## src/rtl/clk_div_pkg.sv

```systemverilog
// rtl/clk_div_pkg.sv - shared types, defaults and helpers for the clock divider
package clk_div_pkg;

    typedef enum logic [1:0] {
        IDLE = 2'd0,
        RUN  = 2'd1,
        SHOT = 2'd2
    } state_t;

    localparam int unsigned DEF_DIV = 50_000_000;

    // A zero divisor has no meaning; treat it as "tick every cycle".
    function automatic logic [31:0] clamp_div(input logic [31:0] d);
        return (d == 32'd0) ? 32'd1 : d;
    endfunction

endpackage

```

## src/rtl/period_counter.sv

```systemverilog
// rtl/period_counter.sv - wrapping period counter with clear/enable and terminal count
module period_counter #(
    parameter int W = 26
) (
    input  logic         clk,
    input  logic         rst_n,
    input  logic         clr,
    input  logic         en,
    input  logic [W-1:0] last,
    output logic         tc
);

    logic [W-1:0] cnt;

    assign tc = (cnt == last);

    always_ff @(posedge clk or negedge rst_n) begin
        if (!rst_n) begin
            cnt <= '0;
        end else if (clr) begin
            cnt <= '0;
        end else if (en) begin
            cnt <= tc ? '0 : cnt + W'(1);
        end
    end

endmodule

```

## src/rtl/clk_div_ctrl.sv

```systemverilog
// rtl/clk_div_ctrl.sv - programmable tick scheduler with free-run and single-shot modes
module clk_div_ctrl #(
    parameter int          CNT_W   = 26,
    parameter int unsigned DEF_DIV = clk_div_pkg::DEF_DIV,
    parameter int          TCNT_W  = 16
) (
    input  logic              clk,
    input  logic              rst_n,
    input  logic              cfg_valid,
    output logic              cfg_ready,
    input  logic [CNT_W-1:0]  cfg_div,
    input  logic              cfg_shot,
    input  logic              start,
    input  logic              stop,
    output logic              tick,
    output logic              sq_out,
    output logic              busy,
    output logic [TCNT_W-1:0] tick_cnt
);

    import clk_div_pkg::*;

    state_t             state;
    logic [CNT_W-1:0]   div_r;
    logic               shot_r;
    logic [CNT_W-1:0]   pend_div;
    logic               pend_shot;
    logic               pend;
    logic               tc;
    logic               accept;
    logic               launch;
    logic [CNT_W-1:0]   cfg_div_c;
    logic [CNT_W-1:0]   div_last;

    assign busy      = (state != IDLE);
    assign cfg_ready = !busy || !pend;
    assign accept    = cfg_valid && cfg_ready;
    assign launch    = !busy && start && !stop;
    assign cfg_div_c = CNT_W'(clamp_div(32'(cfg_div)));
    assign div_last  = div_r - CNT_W'(1);

    // A stop in the terminal cycle wins, so the tick is masked rather than delayed.
    assign tick = busy && tc && !stop;

    period_counter #(
        .W (CNT_W)
    ) u_period_counter (
        .clk   (clk),
        .rst_n (rst_n),
        .clr   (!busy || stop),
        .en    (busy),
        .last  (div_last),
        .tc    (tc)
    );

    always_ff @(posedge clk or negedge rst_n) begin
        if (!rst_n) begin
            state     <= IDLE;
            div_r     <= CNT_W'(DEF_DIV);
            shot_r    <= 1'b0;
            pend_div  <= '0;
            pend_shot <= 1'b0;
            pend      <= 1'b0;
            sq_out    <= 1'b0;
            tick_cnt  <= '0;
        end else begin
            if (tick) begin
                sq_out   <= ~sq_out;
                tick_cnt <= tick_cnt + TCNT_W'(1);
            end
            case (state)
                IDLE: begin
                    if (accept) begin
                        div_r  <= cfg_div_c;
                        shot_r <= cfg_shot;
                    end
                    if (launch) begin
                        state    <= (accept ? cfg_shot : shot_r) ? SHOT : RUN;
                        tick_cnt <= '0;
                    end
                end
                RUN, SHOT: begin
                    if (stop) begin
                        state <= IDLE;
                        pend  <= 1'b0;
                    end else begin
                        // Pending config only lands on a period boundary.
                        if (tick) begin
                            if (pend) begin
                                div_r  <= pend_div;
                                shot_r <= pend_shot;
                                pend   <= 1'b0;
                            end
                            if (state == SHOT) begin
                                state <= IDLE;
                            end
                        end
                        if (accept) begin
                            pend_div  <= cfg_div_c;
                            pend_shot <= cfg_shot;
                            pend      <= 1'b1;
                        end
                    end
                end
                default: state <= IDLE;
            endcase
        end
    end

endmodule

```

## config.mk

```make
export PLATFORM = sky130hd
export DESIGN_NAME = clk_div_ctrl
export DESIGN_NICKNAME = d
export VERILOG_FILES = /design/src/rtl/clk_div_pkg.sv /design/src/rtl/period_counter.sv /design/src/rtl/clk_div_ctrl.sv
export SDC_FILE = /design/constraint.sdc
export NUM_CORES = 1
export LEC_CHECK = 0
export CAP_MARGIN = 5
export CORE_AREA = 5 5 109 111
export CTS_BUF_LIST = sky130_fd_sc_hd__clkbuf_8
export DETAILED_ROUTE_END_ITERATION = 8
export DIE_AREA = 0 0 114 116
export GPL_TIMING_DRIVEN = 0
export PLACE_DENSITY = 0.76
export SLEW_MARGIN = 20
export SYNTH_ARGS = -nofsm -noshare
export SYNTH_HDL_FRONTEND = slang
export SYNTH_SLANG_ARGS = --single-unit
```

## constraint.sdc

```tcl
create_clock -name clk -period 4.4 [get_ports clk]
set_clock_uncertainty 0.1 [all_clocks]
set_input_delay 0.44 -clock clk [delete_from_list [all_inputs] [get_ports clk]]
set_output_delay 0.44 -clock clk [all_outputs]
set_load 0.03 [all_outputs]
```

After elaboration in Yosys (flattened, before gate mapping):

Cells that the tools add are included.

* register bits after elaboration: 100
* latch bits: 0
* memory bits (writable): 0
* bits in read-only memories: 0
* output and inout port bits: 20
* logic and storage cells: 72
* memories kept: 0

* add/sub/neg operators: 3
* $mul: 0
* divide/modulo/power cells: 0
* magnitude comparators: 0
* eq/ne operators: 10
* shift operators: 0
* mux-type cells: 26
* bitwise operators: 2
* reduce and logical (&&, ||, !) cells: 22

Operators with widths (number)
* 2-to-1 mux 26 bit: 8
* one-hot mux 26 bit (2 select lines): 1
* 2-to-1 mux 16 bit: 3
* adder 26 x 1 -> 26 bit (second input constant): 1
* equality test 26 bit: 1
* zero test 26 bit: 1
* subtractor 26 x 1 -> 26 bit (second input constant): 1
* adder 16 x 1 -> 16 bit (second input constant): 1
* 2-to-1 mux 2 bit: 5
* inequality test 2 bit (second input constant): 5
* 2-to-1 mux 1 bit: 7
* inequality test 3 bit (second input constant): 2
* AND reduction 3 bit: 2
* nonzero test 2 bit: 3
* logical AND 1 bit: 5
* AND reduction 5 bit: 1
* one-hot mux 2 bit (2 select lines): 1
* AND reduction 4 bit: 1
* zero test 1 bit: 3
* nonzero test 3 bit: 1
* equality test 2 x 1 -> 1 bit (second input constant): 1
* equality test 2 bit (second input constant): 1
* zero test 2 bit: 1
* logical OR 1 bit: 2
* 4 further kinds: 5

Logic depth before layout (Yosys ltp):

* depth after elaboration: 8
* depth in mapped cells: 12
* depth with buffers taken out: 11

Modules after synthesis:

A second synthesis with hierarchy kept.

* cells, all modules: 546
* area, all modules: 5514.0 um^2

By module, submodules not included
* clk_div_ctrl: instances 1, cells each 378, area an instance 3896.2 um^2
* period_counter: instances 1, cells each 168, area an instance 1617.8 um^2

Worst setup path after synthesis:

OpenSTA, ideal clock, no wires.

* path type: reg-to-output
* start: reg div_r[14]
* end: out tick
* arrival time: 3873 ps
* data required time: 3860 ps
* slack: -13 ps
* cell stages (with the launch flop): 11
* path buffers: 2
* cells stage by stage: dfstp_2 -> or4_1 -> clkbuf_1 -> or3_1 -> or3_1 -> xnor2_1 -> a311oi_1 -> o21ai_2 -> clkbuf_1 -> nor4_1 -> nor4bb_1

* cells in the longest elaborated chain, start to end: 4

RTL lines
* start, declared: line clk_div_ctrl.sv:24 `logic [CNT_W-1:0] div_r;`
* start signal, assigned: line clk_div_ctrl.sv:59 `div_r <= CNT_W'(DEF_DIV);`
* start signal, assigned: line clk_div_ctrl.sv:74 `div_r <= cfg_div_c;`
* start signal, assigned: line clk_div_ctrl.sv:90 `div_r <= pend_div;`
* subtractor 26 x 1 -> 26 bit: line clk_div_ctrl.sv:40 `assign div_last = div_r - CNT_W'(1);`
* equality test 26 bit: line period_counter.sv:15 `assign tc = (cnt == last);`
* logical AND 1 bit (2 in a row): line clk_div_ctrl.sv:43 `assign tick = busy && tc && !stop;`
* end, declared: line clk_div_ctrl.sv:15 `output logic tick,`

Every way passes these cells.

Final worst setup path:

Same ends and word-level chain as after synthesis.

==> flow_summary.toml <==
[outcome]
status = "complete, no violations"

[worst_setup_path]
cp_data_required_time_ps = 3860
startpoint_type = "register"
cp_max_fo = 10
critPathKind = "reg -> out"
end_kind = "output port"
cp_data_arrival_time_ps = 3750

[yosys]
synth_top_cell_area_share = 0.379
synth_edf_count = 0
syn_nets = 579
yosysWarnings = 0
ys_seq_area_frac = 0.433
ys_types = 64
synthTopCellsByArea = "dfrtp_1 38%, mux2_2 10%, xnor2_1 5.7%, dfstp_2 5.4%, xor2_1 4.5%"
synth_seq_cells = 100
syn_area_per_cell_um2 = 10.7
ys.flop_type = "dfrtp_1"
synthArstFlopShare = 1.00
netlist_area_mm2 = 0.00581
synthCells = 542
synth_top_cell_by_area = "dfrtp_1"

[global_routing]
grt_usage = 0.205
globalRouteOverflowTotal = 0
grt_antenna_before_repair = 0
grt_pass1_vias = 4374
grt_pass1_wl_um = 21700
grt_start_max_net_pins = 58

[clock_network]
cts.clk_slew.worst_paths_ps = 100
cts_buffer_depth = 2
h-tree-depth = 3
cts_sinks = 100
cts_buffers = 9
clock_latency_ps = 380
cts_tree = "yes"
cts-root-buf = "clkbuf_8"

[power_and_ir_drop]
p_leak_nw = 2.69
peakVddDrop_mv = 0.316
p_per_area_mw_per_mm2 = 558

[sta]
slew_violations = 0
fin_crit_ps = 4290
hold_viol = 0
tightest_slew_ps = 844
period_share = 0.976
hold_ws_ps = 368
fmax_mhz = 233
slew_headroom = 0.436
setup_viol = 0
rsz0062_at_grt = "true"

[floorplanning]
rows = 38
dieArea_mm2 = 0.0132
core_mm2 = 0.0107
dieHeight_um = 116
fp.dieW_um = 114
ios = 52
start_util = 0.543

[detailed_routing]
drtAntennaViolNets = 0
first_iter_violations = 223
drc_errors = 0
totalWireLength_um = 13000
drtPass1Iterations = 6
vias = 4329
viasPerCell = 5.76
wl_per_cell_um = 17.3

[flow_run]
cap_violations = 0

[final_layout]
design_area_mm2 = 0.00678
diodes = 0
nets = 643
drive_above_1_share = 0.211
final_common_cell = "dfrtp_1"
final_util = 0.634
area.growth.synth_to_final_pct = 16.7
layout_common_cells = "88 x dfrtp_1, 58 x nor2_1, 52 x mux2_2"

[placement]
port-buffer-count = 50
place_area_mm2 = 0.00653
place_congestion = 0.904
dp_hpwl_um = 9630

[hold_path]
hp-class = "reg -> reg"
final timing paths:
check | slack, ps | startpoint | cells after the start | to
setup / recovery | 110 | div_r[14] | 10 | tick
hold / removal | 370 | sq_out | 1 | sq_out
setup reg to reg | 160 | div_r[0] | 12 | div_r[24]
hold reg to reg | 370 | sq_out | 1 | sq_out
max in group asynchronous | 3080 | rst_n | 3 | div_r[20]
min in group asynchronous | 450 | rst_n | 2 | div_r[9]
cells by family after synthesis:
family,synth area share
AOI/OAI and AO/OA,0.0607
DFF,0.433
adders and majority gates,0.0108
buffers and inverters,0.0261
and+or+nand+nor,0.194
muxes,0.168
xor gates and xnor gates,0.107
report_power, final:
| part | total [W] | switching [W] | internal [W] |
|---|---|---|---|
| Sequential | 0.00154 | 0.000299 | 0.00124 |
| Clock | 0.000541 | 0.000336 | 0.000205 |
| Combinational | 0.00171 | 0.000812 | 0.000893 |
| Total | 0.00379 | 0.00145 | 0.00234 |
sequential cells by signal, summed over array words and instances (netlist names):
register,cells
div_r,26
pend,1
pend_div,26
pend_shot,1
shot_r,1
sq_out,1
state,2
tick_cnt,16
u_period_counter.cnt,26
final cells by class:
| type | instances | area, um^2 |
|---|---|---|
| repair buffers | 54 | 552 |
| clock inverters | 7 | 45.0 |
| plain buffers | 20 | 97.6 |
| multi-input cells | 406 | 3210 |
| inverters | 15 | 56.3 |
| well taps | 140 | 175 |
| flip-flops and latches | 100 | 2520 |
| clock buffers | 9 | 124 |
| fillers | 842 | 3920 |
synthesized netlist by cell type (3+ instances only):
library cell	n
nand2_1	30
or4_1	8
a21oi_1	5
mux2_4	17
mux2i_1	9
dfrtp_1	88
ha_1	5
nor4_1	14
nor4_2	8
clkbuf_1	18
nand2b_1	3
a311oi_1	3
nand3b_1	7
dfstp_2	12
nor2b_1	4
nor2_1	59
a31oi_1	3
or3_1	5
nand3_1	23
mux2_1	4
nor4b_1	3
nand4_1	8
nor3b_1	3
inv_1	15
nor3_1	12
a32o_1	3
mux2_2	52
xnor2_1	38
and3_1	6
xor2_1	30
o21ai_0	7
critical path: stages, from the launching register on:
cell and delay (ps):
dfstp_2 420, or4_4 610, or3_4 380, or3_1 390, xnor2_1 150, a311oi_2 300
o21ai_2 100, clkbuf_4 210, nor4_1 280, nor4bb_2 300, buf_4 220
metal layers:
metal	GRT usage	routed length, um	up-vias
li1	-	-	2078
met1	0.286	6010	2122
met2	0.326	6280	107
met3	0.0319	448	22
met4	0.0744	238	0
met5	0	0	-
timing repair:
action	in CTS	in global routing
pin swaps	1	0
hold buffers	1	0
endpoints found under the hold margin	43	0
setup buffers	2	0
endpoints found under the setup margin	21	42
resized for setup	10	13
through the flow:
step | setup slack (ps) | setup TNS, ps | instances | power (W)
final | 107 | 0 | 751 | 0.00379
after global routing | -95.7 | -176 | 751 | 0.00401
after CTS | 57.4 | 0 | 751 | 0.00374
after detailed placement | -508 | -1240 | 733 | 0.00319
after global placement | -794 | -69770 | 732 | 0.00309
after floorplan | 283 | 0 | 542 | 0.00276
(Power assumes the default switching activity.)
